## config.mk

```make
export PLATFORM = sky130hd
export DESIGN_NAME = bus_console_slave
export DESIGN_NICKNAME = d
export VERILOG_FILES = /design/src/rtl/bus_console_pkg.sv /design/src/rtl/console_fifo.sv /design/src/rtl/bus_console_slave.sv
export SDC_FILE = /design/constraint.sdc
export NUM_CORES = 1
export LEC_CHECK = 0
export ABC_AREA = 1
export BUFFER_PORTS_ARGS = -buffer_cell sky130_fd_sc_hd__buf_2
export CAP_MARGIN = 25
export CELL_PAD_IN_SITES_DETAIL_PLACEMENT = 0
export CELL_PAD_IN_SITES_GLOBAL_PLACEMENT = 1
export CORE_UTILIZATION = 45
export CTS_BUF_LIST = sky130_fd_sc_hd__clkbuf_4
export DETAILED_ROUTE_END_ITERATION = 10
export GPL_TIMING_DRIVEN = 0
export PLACE_DENSITY_LB_ADDON = 0.1
export SYNTH_ARGS = -nofsm -noshare
export SYNTH_HDL_FRONTEND = slang
export SYNTH_SLANG_ARGS = --single-unit
```

## constraint.sdc

```tcl
create_clock -name clk_i -period 5 [get_ports clk_i]
set_input_delay 1 -clock clk_i [delete_from_list [all_inputs] [get_ports clk_i]]
set_output_delay 1 -clock clk_i [all_outputs]
set_load 0.05 [all_outputs]
```

## src/rtl/bus_console_pkg.sv

```systemverilog
// Shared FSM state type, register offsets and status word layout
// for the bus console slave and its per-channel byte FIFOs.
package bus_console_pkg;

  typedef enum logic [2:0] {
    ST_IDLE  = 3'd0,
    ST_WRITE = 3'd1,
    ST_READ  = 3'd2,
    ST_ERROR = 3'd3,
    ST_END   = 3'd4
  } state_t;

  localparam logic [8:0] DATA_OFS = 9'h000;
  localparam logic [8:0] STAT_OFS = 9'h100;

  localparam int STAT_FULL_BIT = 0;
  localparam int STAT_LVL_LSB  = 8;

  function automatic logic [31:0] stat_word(
    input logic [7:0] lvl,
    input logic       full
  );
    logic [31:0] w;
    w = '0;
    w[STAT_LVL_LSB +: 8] = lvl;
    w[STAT_FULL_BIT]     = full;
    return w;
  endfunction

endpackage

```

## src/rtl/console_fifo.sv

```systemverilog
// Byte FIFO for one console channel. Ports: push_i/din_i write,
// pop_i read, dout_o head byte, level_o count 0..DEPTH, full_o, empty_o.
module console_fifo #(
  parameter  int DEPTH = 16,
  localparam int AW    = $clog2(DEPTH),
  localparam int LW    = AW + 1
) (
  input  logic          clk_i,
  input  logic          rst_ni,
  input  logic          push_i,
  input  logic [7:0]    din_i,
  input  logic          pop_i,
  output logic [7:0]    dout_o,
  output logic [LW-1:0] level_o,
  output logic          full_o,
  output logic          empty_o
);

  logic [7:0]    mem [DEPTH];
  logic [AW-1:0] wr_ptr;
  logic [AW-1:0] rd_ptr;
  logic          do_push;
  logic          do_pop;

  assign full_o  = (level_o == LW'(DEPTH));
  assign empty_o = (level_o == '0);
  assign do_push = push_i && !full_o;
  assign do_pop  = pop_i && !empty_o;
  assign dout_o  = mem[rd_ptr];

  always_ff @(posedge clk_i or negedge rst_ni) begin
    if (!rst_ni) begin
      wr_ptr  <= '0;
      rd_ptr  <= '0;
      level_o <= '0;
    end else begin
      if (do_push) wr_ptr <= wr_ptr + AW'(1);
      if (do_pop)  rd_ptr <= rd_ptr + AW'(1);
      unique case ({do_push, do_pop})
        2'b10:   level_o <= level_o + LW'(1);
        2'b01:   level_o <= level_o - LW'(1);
        default: level_o <= level_o;
      endcase
    end
  end

  // Storage needs no reset: reads are gated by the level.
  always_ff @(posedge clk_i) begin
    if (do_push) mem[wr_ptr] <= din_i;
  end

endmodule

```

## src/rtl/bus_console_slave.sv

```systemverilog
// Bus slave exposing NUM_CH console channels: write-only data regs push
// bytes into per-channel FIFOs, read-only status regs report level/full.
// Ports: bus_* master/slave handshake, char_* round-robin output stream.
module bus_console_slave
  import bus_console_pkg::*;
#(
  parameter  logic [31:0] BASE_ADDR  = 32'h6000_0000,
  parameter  int          NUM_CH     = 4,
  parameter  int          FIFO_DEPTH = 16,
  localparam int          CW = (NUM_CH > 1) ? $clog2(NUM_CH) : 1,
  localparam int          LW = $clog2(FIFO_DEPTH) + 1
) (
  input  logic          clk_i,
  input  logic          rst_ni,
  input  logic [31:0]   bus_addrData_i,
  input  logic [3:0]    bus_byteEnables_i,
  input  logic [7:0]    bus_burstSize_i,
  input  logic          bus_readNWrite_i,
  input  logic          bus_beginTransaction_i,
  input  logic          bus_endTransaction_i,
  input  logic          bus_dataValid_i,
  output logic [31:0]   bus_addrData_o,
  output logic          bus_endTransaction_o,
  output logic          bus_dataValid_o,
  output logic          bus_busy_o,
  output logic          bus_error_o,
  output logic [7:0]    char_o,
  output logic [CW-1:0] char_ch_o,
  output logic          char_valid_o,
  input  logic          char_ready_i
);

  state_t        state;
  logic [CW-1:0] ch_q;
  logic          err_rd;

  logic [8:0]    ofs;
  logic          sel;
  logic          aligned;
  logic          ch_ok;
  logic          is_data;
  logic          is_stat;
  logic          wr_ok;
  logic          rd_ok;

  logic [NUM_CH-1:0] push;
  logic [NUM_CH-1:0] pop;
  logic [NUM_CH-1:0] full;
  logic [NUM_CH-1:0] empty;
  logic [7:0]        dout  [NUM_CH];
  logic [LW-1:0]     level [NUM_CH];

  logic [7:0]    wbyte;
  logic          beat_ok;

  logic [CW-1:0] rr;
  logic [CW-1:0] pick;
  logic [CW-1:0] hold_ch;
  logic [CW-1:0] sel_ch;
  logic          hold;
  logic          found;

  assign ofs     = bus_addrData_i[8:0];
  assign sel     = bus_beginTransaction_i &&
                   (bus_addrData_i[31:9] == BASE_ADDR[31:9]);
  assign aligned = (ofs[1:0] == 2'b00);
  assign ch_ok   = ({1'b0, ofs[7:2]} < 7'(NUM_CH));
  assign is_data = (ofs[8] == DATA_OFS[8]);
  assign is_stat = (ofs[8] == STAT_OFS[8]);
  assign wr_ok   = aligned && ch_ok && is_data;
  assign rd_ok   = aligned && ch_ok && is_stat &&
                   (bus_burstSize_i == 8'd0);

  // Busy looks at the registered level only, so a same-cycle pop
  // never makes room for a push.
  assign bus_busy_o = (state == ST_WRITE) && full[ch_q];
  assign beat_ok    = (state == ST_WRITE) && bus_dataValid_i &&
                      !bus_busy_o && (bus_byteEnables_i != 4'h0);

  always_comb begin
    wbyte = bus_addrData_i[7:0];
    if (bus_byteEnables_i[0])      wbyte = bus_addrData_i[7:0];
    else if (bus_byteEnables_i[1]) wbyte = bus_addrData_i[15:8];
    else if (bus_byteEnables_i[2]) wbyte = bus_addrData_i[23:16];
    else                           wbyte = bus_addrData_i[31:24];
  end

  for (genvar c = 0; c < NUM_CH; c++) begin : g_ch
    assign push[c] = beat_ok && (ch_q == CW'(c));
    assign pop[c]  = char_valid_o && char_ready_i &&
                     (sel_ch == CW'(c));
    console_fifo #(.DEPTH(FIFO_DEPTH)) u_fifo (
      .clk_i   (clk_i),
      .rst_ni  (rst_ni),
      .push_i  (push[c]),
      .din_i   (wbyte),
      .pop_i   (pop[c]),
      .dout_o  (dout[c]),
      .level_o (level[c]),
      .full_o  (full[c]),
      .empty_o (empty[c])
    );
  end

  // rr names the first channel to consider; search wraps from there.
  always_comb begin
    int j;
    j     = 0;
    pick  = rr;
    found = 1'b0;
    for (int i = 0; i < NUM_CH; i++) begin
      j = int'(rr) + i;
      if (j >= NUM_CH) j = j - NUM_CH;
      if (!found && !empty[j]) begin
        found = 1'b1;
        pick  = CW'(j);
      end
    end
  end

  // A stalled offer stays locked so a newer byte on a higher-priority
  // channel cannot swap the presented character.
  assign sel_ch       = hold ? hold_ch : pick;
  assign char_valid_o = found;
  assign char_o       = found ? dout[sel_ch] : 8'h00;
  assign char_ch_o    = found ? sel_ch : '0;

  always_ff @(posedge clk_i or negedge rst_ni) begin
    if (!rst_ni) begin
      rr      <= '0;
      hold    <= 1'b0;
      hold_ch <= '0;
    end else begin
      hold    <= char_valid_o && !char_ready_i;
      hold_ch <= sel_ch;
      if (char_valid_o && char_ready_i) begin
        rr <= (sel_ch == CW'(NUM_CH - 1)) ? '0 : sel_ch + CW'(1);
      end
    end
  end

  always_ff @(posedge clk_i or negedge rst_ni) begin
    if (!rst_ni) begin
      state  <= ST_IDLE;
      ch_q   <= '0;
      err_rd <= 1'b0;
    end else begin
      unique case (state)
        ST_IDLE: begin
          if (sel) begin
            ch_q   <= ofs[2 +: CW];
            err_rd <= bus_readNWrite_i;
            if (bus_readNWrite_i)
              state <= rd_ok ? ST_READ : ST_ERROR;
            else
              state <= wr_ok ? ST_WRITE : ST_ERROR;
          end
        end
        ST_WRITE: begin
          if (bus_endTransaction_i && !bus_busy_o) state <= ST_IDLE;
        end
        ST_READ:  state <= ST_END;
        ST_END:   state <= ST_IDLE;
        ST_ERROR: begin
          if (err_rd || bus_endTransaction_i) state <= ST_IDLE;
        end
        default:  state <= ST_IDLE;
      endcase
    end
  end

  assign bus_dataValid_o      = (state == ST_READ);
  assign bus_addrData_o       = bus_dataValid_o ?
                                stat_word(8'(level[ch_q]), full[ch_q]) :
                                32'h0;
  assign bus_endTransaction_o = (state == ST_END) ||
                                ((state == ST_ERROR) && err_rd);
  assign bus_error_o          = (state == ST_ERROR);

endmodule

```

==> results.py, run 1 <==
metrics = {
    "layout": {
        "layout.nets": 2538,
        "final_cell_mix": "edfxtp_1 (512), nand2_1 (381), nor2_1 (310)",
        "area_delta_synth_final_pct": 15.2,
        "layout.cells.most_common": "edfxtp_1",
        "drive_above_1_share_pct": 18.4,
        "multi_input_area_mm2": 0.00730,
        "num-fill-cells": 4962,
        "fin_area_mm2": 0.0288,
        "seq_area_mm2": 0.0170,
    },
    "sta": {
        "rsz0062_at_grt": "true",
        "clock_skew_ns": 0.0359,
        "max_slew_margin_pct": 35.0,
        "layout_min_cycle_time_ns": 4.90,
        "finalCritPeriodShare_pct": 98.1,
        "fmax_mhz": 204,
        "tightest_slew_ns": 0.971,
        "layout_setup_ws_ns": 0.0966,
        "final-max-slew-violation-count": 0,
        "whs_ns": 0.254,
        "setup_viol": 0,
        "hold_viol": 0,
    },
    "synthesis": {
        "synth_area_mm2": 0.0250,
        "synth_top_area_share_pct": 61.5,
        "ys_types": 50,
        "async_flop_share_pct": 11.0,
        "synth_edf_count": 512,
        "synth.area.top_cells": "edfxtp_1 (61%), dfrtp_1 (6.3%), nand2_1 (5.7%), nor2_1 (4.7%), o21ai_0 (3.7%)",
        "ys.flop_type": "edfxtp_1",
        "ys_warn_count": 0,
        "postSynthAreaPerCell_um2": 11.5,
        "yosysTopAreaCell": "edfxtp_1",
        "syn_inst": 2183,
        "synth_seq_area_share_pct": 67.8,
        "ys_seq_elements": 575,
    },
    "grt": {
        "grt_pass1_vias": 17300,
        "grt_start_max_net_pins": 56,
        "grt_usage_pct": 25.0,
        "antenna_found_initial": 3,
        "overflow": 0,
        "grt_pass1_wl_um": 104000,
    },
    "floorplan": {
        "core_area_mm2": 0.0550,
        "die_y_um": 238,
        "initial_utilization_pct": 45.5,
        "die-area_mm2": 0.0565,
        "io_pins": 98,
        "die_w_um": 238,
        "rows": 86,
    },
    "hold_path": {
        "min_delay_path_depth": 2,
        "hold_end": "hold",
        "holdCritPathClass": "input port to register",
        "hold_start": "char_ready_i",
    },
    "worst_setup_path": {
        "path_class": "register to output pin",
        "crit_fanout": 10,
        "reg2reg_slack_ns": 0.72,
        "cp-start-kind": "register",
        "critPathArrivalTime_ns": 3.90,
        "crit_required_ns": 4.00,
        "end_kind": "output pin",
        "r2r-end": "g_ch[0].u_fifo.level_o[4]",
        "reg2reg_depth": 21,
        "r2r_start": "g_ch[3].u_fifo.level_o[1]",
    },
    "placement": {
        "port-buffer-count": 71,
        "postPlaceCellArea_mm2": 0.0269,
        "hpwl_um": 46500,
        "gp_congestion": 0.835,
        "pre_cts_ws_ns": 0.547,
    },
    "job": {
        "drv_cap": 0,
    },
    "clock_network": {
        "cts.sinks": 575,
        "clk_pin_slew_ns": 0.07,
        "cts-root-buf": "clkbuf_4",
        "cts_tree": "yes",
        "clockBufferDepth": 3,
        "post_cts_buffers": 0,
        "cts_buffers": 152,
        "insertion_delay_ns": 1.00,
        "htreeDepth": 4,
    },
    "power_and_ir_drop": {
        "p_leak_nw": 10.8,
        "power_density_mw_per_mm2": 556,
        "vdd_ir_drop_max_mv": 0.492,
    },
    "drt": {
        "via_per_inst": 5.34,
        "route.detailed.drc": 0,
        "dr.pass1.iters": 5,
        "wl_per_cell_um": 20.8,
        "drt-total-wl_um": 69000,
        "drtIter0Drc": 1458,
        "drtAntennaViolNets": 0,
        "vias": 17700,
    },
    "run_status": {
        "outcome": "completed",
    },
}
==> through the flow <==
stage	power, mW	cells	TNS (ns)	utilization, %
2_1_floorplan	9.81	2208	0	-
3_3_place_gp	12.0	3027	-1342.16	48.0
3_5_place_dp	12.1	3045	0	48.9
4_1_cts	16.0	3305	0	52.3
5_1_grt	17.0	3310	-0.191	52.4
6_report	16.0	3311	0	52.4
==> power by group <==
group	internal [mW]	switching [mW]	total (mW)
Clock	2.04	1.89	3.93
Sequential	5.50	0.251	5.75
Combinational	1.81	4.55	6.36
==> area by class of cell <==
| type | instances | share of cell area, % |
|---|---|---|
| plain buffers | 122 | 2.31 |
| diodes | 7 | 0.0608 |
| repair buffers | 90 | 2.60 |
| multi-input cells | 1407 | 25.3 |
| inverters | 101 | 1.33 |
| clock inverters | 37 | 0.516 |
| flip-flops and latches | 575 | 58.8 |
| well taps | 748 | 3.25 |
| clock buffers | 224 | 5.83 |
==> critical path, stage by stage, from the launching register on <==
cell      delay, ns
dfrtp_1        0.35
buf_2          0.27
clkbuf_1       0.51
a21oi_1        0.09
a221oi_1       0.46
o21ai_0        0.26
nand2_1        0.15
nand2_1        0.07
nand3_1        0.07
nand2_1        0.06
nor2_1         0.28
buf_2          0.33
==> flip-flops by register name, summed over array words and instances (netlist names) <==
name	cells
hold	1
g_ch.u_fifo.level_o	20
ch_q	2
hold_ch	2
g_ch.u_fifo.rd_ptr	16
err_rd	1
rr	2
state	3
g_ch.u_fifo.mem	512
g_ch.u_fifo.wr_ptr	16
==> metal layers <==
layer	vias to the layer above	GRT usage, %	routed length [um]	share of wire, %
li1	8397	-	-	-
met3	107	5.17	4470	6.5
met4	0	8.72	1510	2.2
met2	551	40.1	33000	48
met5	-	0	0	0
met1	8630	33.9	30100	44
==> worst max-delay path by stage <==
| stage | from | endpoint | slack [ns] | depth (start not counted) |
|---|---|---|---|---|
| after global placement | bus_byteEnables_i[0] | g_ch[0].u_fifo.mem[13][7] | -4.39 | 4 |
| final | g_ch[2].u_fifo.rd_ptr[1] | char_o[2] | 0.1 | 11 |
| after global routing | g_ch[3].u_fifo.rd_ptr[1] | char_o[2] | -0.06 | 11 |
| after CTS | g_ch[1].u_fifo.rd_ptr[1] | char_o[5] | 0.005 | 10 |
| after floorplan | bus_byteEnables_i[0] | g_ch[0].u_fifo.mem[0][4] | 0.32 | 3 |
| after detailed placement | g_ch[0].u_fifo.rd_ptr[0] | char_o[5] | 0.55 | 10 |
==> Yosys cell counts (2+ instances only) <==
cell and count:
a21oi_1 96, a221oi_1 24, a22oi_1 4, a31oi_1 19, a32o_1 19, a41oi_1 9
buf_1 13, buf_2 12, buf_4 28, buf_6 3, clkbuf_1 69, clkinv_1 4
dfrtp_1 63, edfxtp_1 512, ha_1 38, inv_1 90, inv_2 7, nand2_1 383
nand2_2 6, nand3_1 124, nand3_2 7, nand4_1 17, nor2_1 313, nor2_2 5
nor2_4 3, nor3_1 9, nor3_2 2, nor4_1 6, o2111ai_1 5, o211ai_1 14
o21a_1 7, o21ai_0 185, o221a_2 5, o22ai_1 5, o31ai_1 3, o32ai_1 16
or2_2 5, xnor2_1 8, xor2_1 34
==> repair_timing <==
action,CTS,global route
endpoints found under the hold margin,8,0
pin swaps,0,0
resized for setup,37,43
endpoints found under the setup margin,8,8
gates cloned,0,0
hold buffers,1,0
==> kinds of logic after synthesis <==
group	synth area share, %
flops	67.8
buf+inv	3.96
fa+ha+maj	1.90
xor+xnor	1.54
simple gates	14.6
other cells	0.0150
compound gates	10.2
Note: power is estimated with default switching activity, not from simulation.
==> inputs of run 2 (changes only) <==
--- a/config.mk
+++ b/config.mk
@@ -17,4 +17,5 @@
 export PLACE_DENSITY_LB_ADDON = 0.1
 export SYNTH_ARGS = -nofsm -noshare
 export SYNTH_HDL_FRONTEND = slang
+export SYNTH_HIERARCHICAL = 1
 export SYNTH_SLANG_ARGS = --single-unit
==> run 2 against run 1 <==
The run now ends with DRC left. Synthesized cell count increased by 30%. Hold slack improved by 0.033 ns. First-iteration DRC count decreased by 9.5%. Clock skew increased by 0.0099 ns. Utilization increased by 0.057 points. Sequential share of layout area decreased by 4.2 points. Critical endpoint is now char_o[6]. Largest cell class unchanged.
==> results.py, run 2 <==
metrics = {
    "run_status": {
        "outcome": "complete, but fails checks",
        "failed_checks": "DRC",
    },
    "floorplan": {
        "die-area_mm2": 0.0610,
        "die_y_um": 247,
        "io_pins": 98,
        "core_area_mm2": 0.0591,
        "die_w_um": 247,
        "rows": 89,
        "initial_utilization_pct": 45.6,
    },
    "drt": {
        "dr.pass1.iters": 9,
        "route.detailed.drc": 4,
        "via_per_inst": 4.90,
        "drtAntennaViolNets": 0,
        "wl_per_cell_um": 17.4,
        "drt-total-wl_um": 70000,
        "vias": 19800,
        "drtIter0Drc": 1320,
    },
    "power_and_ir_drop": {
        "p_int_mw": 9.81,
        "total_power_mw": 16.5,
        "combinationalPowerShare_pct": 40.4,
        "vdd_ir_drop_max_mv": 0.351,
        "power_switching_mw": 6.72,
        "p_leak_nw": 13.8,
        "swShare_pct": 40.7,
        "pwr-share-seq_pct": 34.0,
        "power_density_mw_per_mm2": 533,
        "clkPwrFrac_pct": 25.7,
    },
    "synthesis": {
        "yosysTopAreaCell": "edfxtp_1",
        "synth_seq_area_share_pct": 62.8,
        "synth_edf_count": 512,
        "ys_top_cells_by_count": "nand2_1 (1061), edfxtp_1 (512), nor2_1 (299)",
        "ys_warn_count": 6,
        "synth_top_family_by_area": "simple AND/OR/NAND/NOR gates",
        "ys_seq_elements": 575,
        "synth-compound-area-share_pct": 1.49,
        "ys.flop_type": "edfxtp_1",
        "synth.most_common_cell": "nand2_1",
        "ys_types": 45,
        "syn_inst": 2830,
        "async_flop_share_pct": 11.0,
        "synth.area.top_cells": "edfxtp_1 (57%), nand2_1 (15%), dfrtp_1 (5.8%), nand3_1 (4.6%), nor2_1 (4.2%)",
        "synth_top_area_share_pct": 57.0,
        "synth_mux_area_share_pct": 0,
        "postSynthAreaPerCell_um2": 9.54,
        "synth_xor_area_share_pct": 1.01,
        "synth_fa_ha_area_share_pct": 2.01,
        "synth_area_mm2": 0.0270,
        "synth-simple-area-share_pct": 25.6,
    },
    "placement": {
        "pre_cts_ws_ns": 0.819,
        "gp_congestion": 0.858,
        "port-buffer-count": 69,
        "hpwl_um": 51500,
        "placed_cells": 3756,
    },
    "layout": {
        "layout.nets": 3233,
        "reg_top3": "g_ch.u_fifo/mem: 512 flops, g_ch.u_fifo/level_o: 20 flops",
        "area_delta_synth_final_pct": 15.0,
        "layout.cells.most_common": "nand2_1",
        "top_register": "g_ch.u_fifo/mem",
        "num-fill-cells": 5455,
        "largest_reg_flops": 512,
        "utilization_pct": 52.5,
        "drive_above_1_share_pct": 16.8,
        "final_cell_mix": "nand2_1 (1061), edfxtp_1 (512), nor2_1 (299)",
        "final_cells": 4031,
    },
    "worst_setup_path": {
        "crit_fanout": 10,
        "path_class": "register to output pin",
        "crit_family": "simple AND/OR/NAND/NOR gates",
        "critPathArrivalTime_ns": 3.62,
        "end_kind": "output pin",
        "crit_required_ns": 4.00,
        "r2r_start": "g_ch[0].u_fifo/level_o[1]",
        "crit_path_max_incr_delay_ns": 0.45,
        "slowest_stage": "dfrtp_1",
        "cp-start-kind": "register",
        "crit_path_cell_trace": "nor2_1, nand4_1, inv_1, inv_1, nand2_1, nand3_1, nand2_2, nand2_1, nand2_1, nand2_1, nand2_2, nand3_4, nand2_4, buf_12, nand2_2, nand2_1, nand2_1, a21oi_2, buf_4",
        "crit_buf_inv": 4,
        "crit_top_cell": "nand2_1",
        "startpoint": "g_ch[3].u_fifo/level_o[0]",
    },
    "sta": {
        "finalCritPeriodShare_pct": 92.5,
        "hold_viol": 0,
        "max_slew_margin_pct": 30.9,
        "rsz0062_at_grt": "false",
        "layout_min_cycle_time_ns": 4.62,
        "layout_setup_ws_ns": 0.375,
        "final-max-slew-violation-count": 0,
        "setup_viol": 0,
        "whs_ns": 0.287,
        "tightest_slew_ns": 1.03,
        "fmax_mhz": 216,
        "clock_skew_ns": 0.0458,
    },
    "grt": {
        "antenna_found_initial": 1,
        "grt_start_max_net_pins": 50,
        "grt_pass1_vias": 19300,
        "grt_usage_pct": 23.8,
        "grt_pass1_wl_um": 108000,
        "overflow": 0,
    },
    "hold_path": {
        "hold_start": "bus_addrData_i[2]",
        "holdCritPathClass": "input port to register",
    },
    "clock_network": {
        "htreeDepth": 4,
        "cts-root-buf": "clkbuf_4",
        "post_cts_buffers": 0,
        "cts_buffers": 155,
        "clk_pin_slew_ns": 0.06,
        "cts_tree": "yes",
        "cts.sinks": 575,
        "insertion_delay_ns": 0.98,
        "clockBufferDepth": 3,
    },
    "job": {
        "drv_cap": 0,
    },
}
[run 2: cell types whose count changed in the layout (fill, tap and decap cells not counted), sizes merged, moves of 47 or more]
cell,before,now
nand2,390,1090
inv,97,314
o21ai,185,27
nand3,131,253
buf,138,233
a21oi,97,13
clkbuf,297,250
[run 2: final cells by class]
class	count	area [um^2]	share of cell area, %
Antenna cell	1	2.50	0.00806
Buffer	121	733	2.36
Clock buffer	234	1760	5.66
Clock inverter	39	256	0.826
Inverter	311	1170	3.79
Multi-Input combinational cell	1848	8270	26.7
Sequential cell	575	17000	54.6
Tap cell	773	967	3.12
Timing Repair Buffer	129	923	2.97
[run 2: path summary, 6_finish.rpt]
| check | end | slack (ns) | cells past startpoint |
|---|---|---|---|
| max | char_o[6] | 0.38 | 19 |
| min | ch_q[0] | 0.29 | 3 |
| max reg2reg | g_ch[2].u_fifo/level_o[4] | 0.87 | 29 |
| max in group asynchronous | g_ch[2].u_fifo/wr_ptr[3] | 3.93 | 3 |
| min in group asynchronous | g_ch[3].u_fifo/rd_ptr[0] | 0.46 | 2 |
| min reg2reg | state[2] | 0.49 | 1 |
[run 2: worst min-delay path, cell delays in order]
cell and delay, ns:
buf_2 0.10, nand2_1 0.05, nand2_1 0.05
[run 2: per-stage QoR]
stage               instance area (um^2)  setup TNS, ns
floorplan                          27100        -518.08
global placement                   28400       -4124.58
detailed placement                 29000              0
CTS                                31000              0
global route                       31000              0
finish                             31000              0
[run 2: cells by family (layout without fill, tap and decap cells)]
group / Yosys count / in the layout
xor gates and xnor gates: 31 / 31
buffers and inverters: 432 / 834
adders and majority gates: 41 / 41
AOI/OAI and AO/OA: 62 / 62
and+or+nand+nor: 1688 / 1688
DFF: 575 / 575
other: 1 / 27
[run 2: power groups by stage]
| stage | sequential, mW | clock [mW] | combinational (mW) |
|---|---|---|---|
| 5_1_grt | 5.63 | 4.63 | 7.41 |
| 4_1_cts | 5.61 | 4.38 | 6.56 |
| 3_3_place_gp | 5.80 | 0 | 6.41 |
| 3_5_place_dp | 5.71 | 0 | 6.54 |
| 6_report | 5.61 | 4.24 | 6.68 |
| 2_1_floorplan | 5.69 | 0 | 4.49 |
[run 2: timing repair]
action,CTS,global route
hold buffers,1,0
endpoints found under the setup margin,0,9
gates resized for setup,0,25
endpoints found under the hold margin,14,0
[run 2: metal layers]
| metal | global-route usage, % | share of wire [%] | vias up |
|---|---|---|---|
| met3 | 5.59 | 6.1 | 88 |
| li1 | - | - | 9805 |
| met5 | 0 | 0 | - |
| met2 | 36.3 | 45 | 561 |
| met1 | 33.2 | 47 | 9297 |
| met4 | 8.75 | 2.3 | 0 |
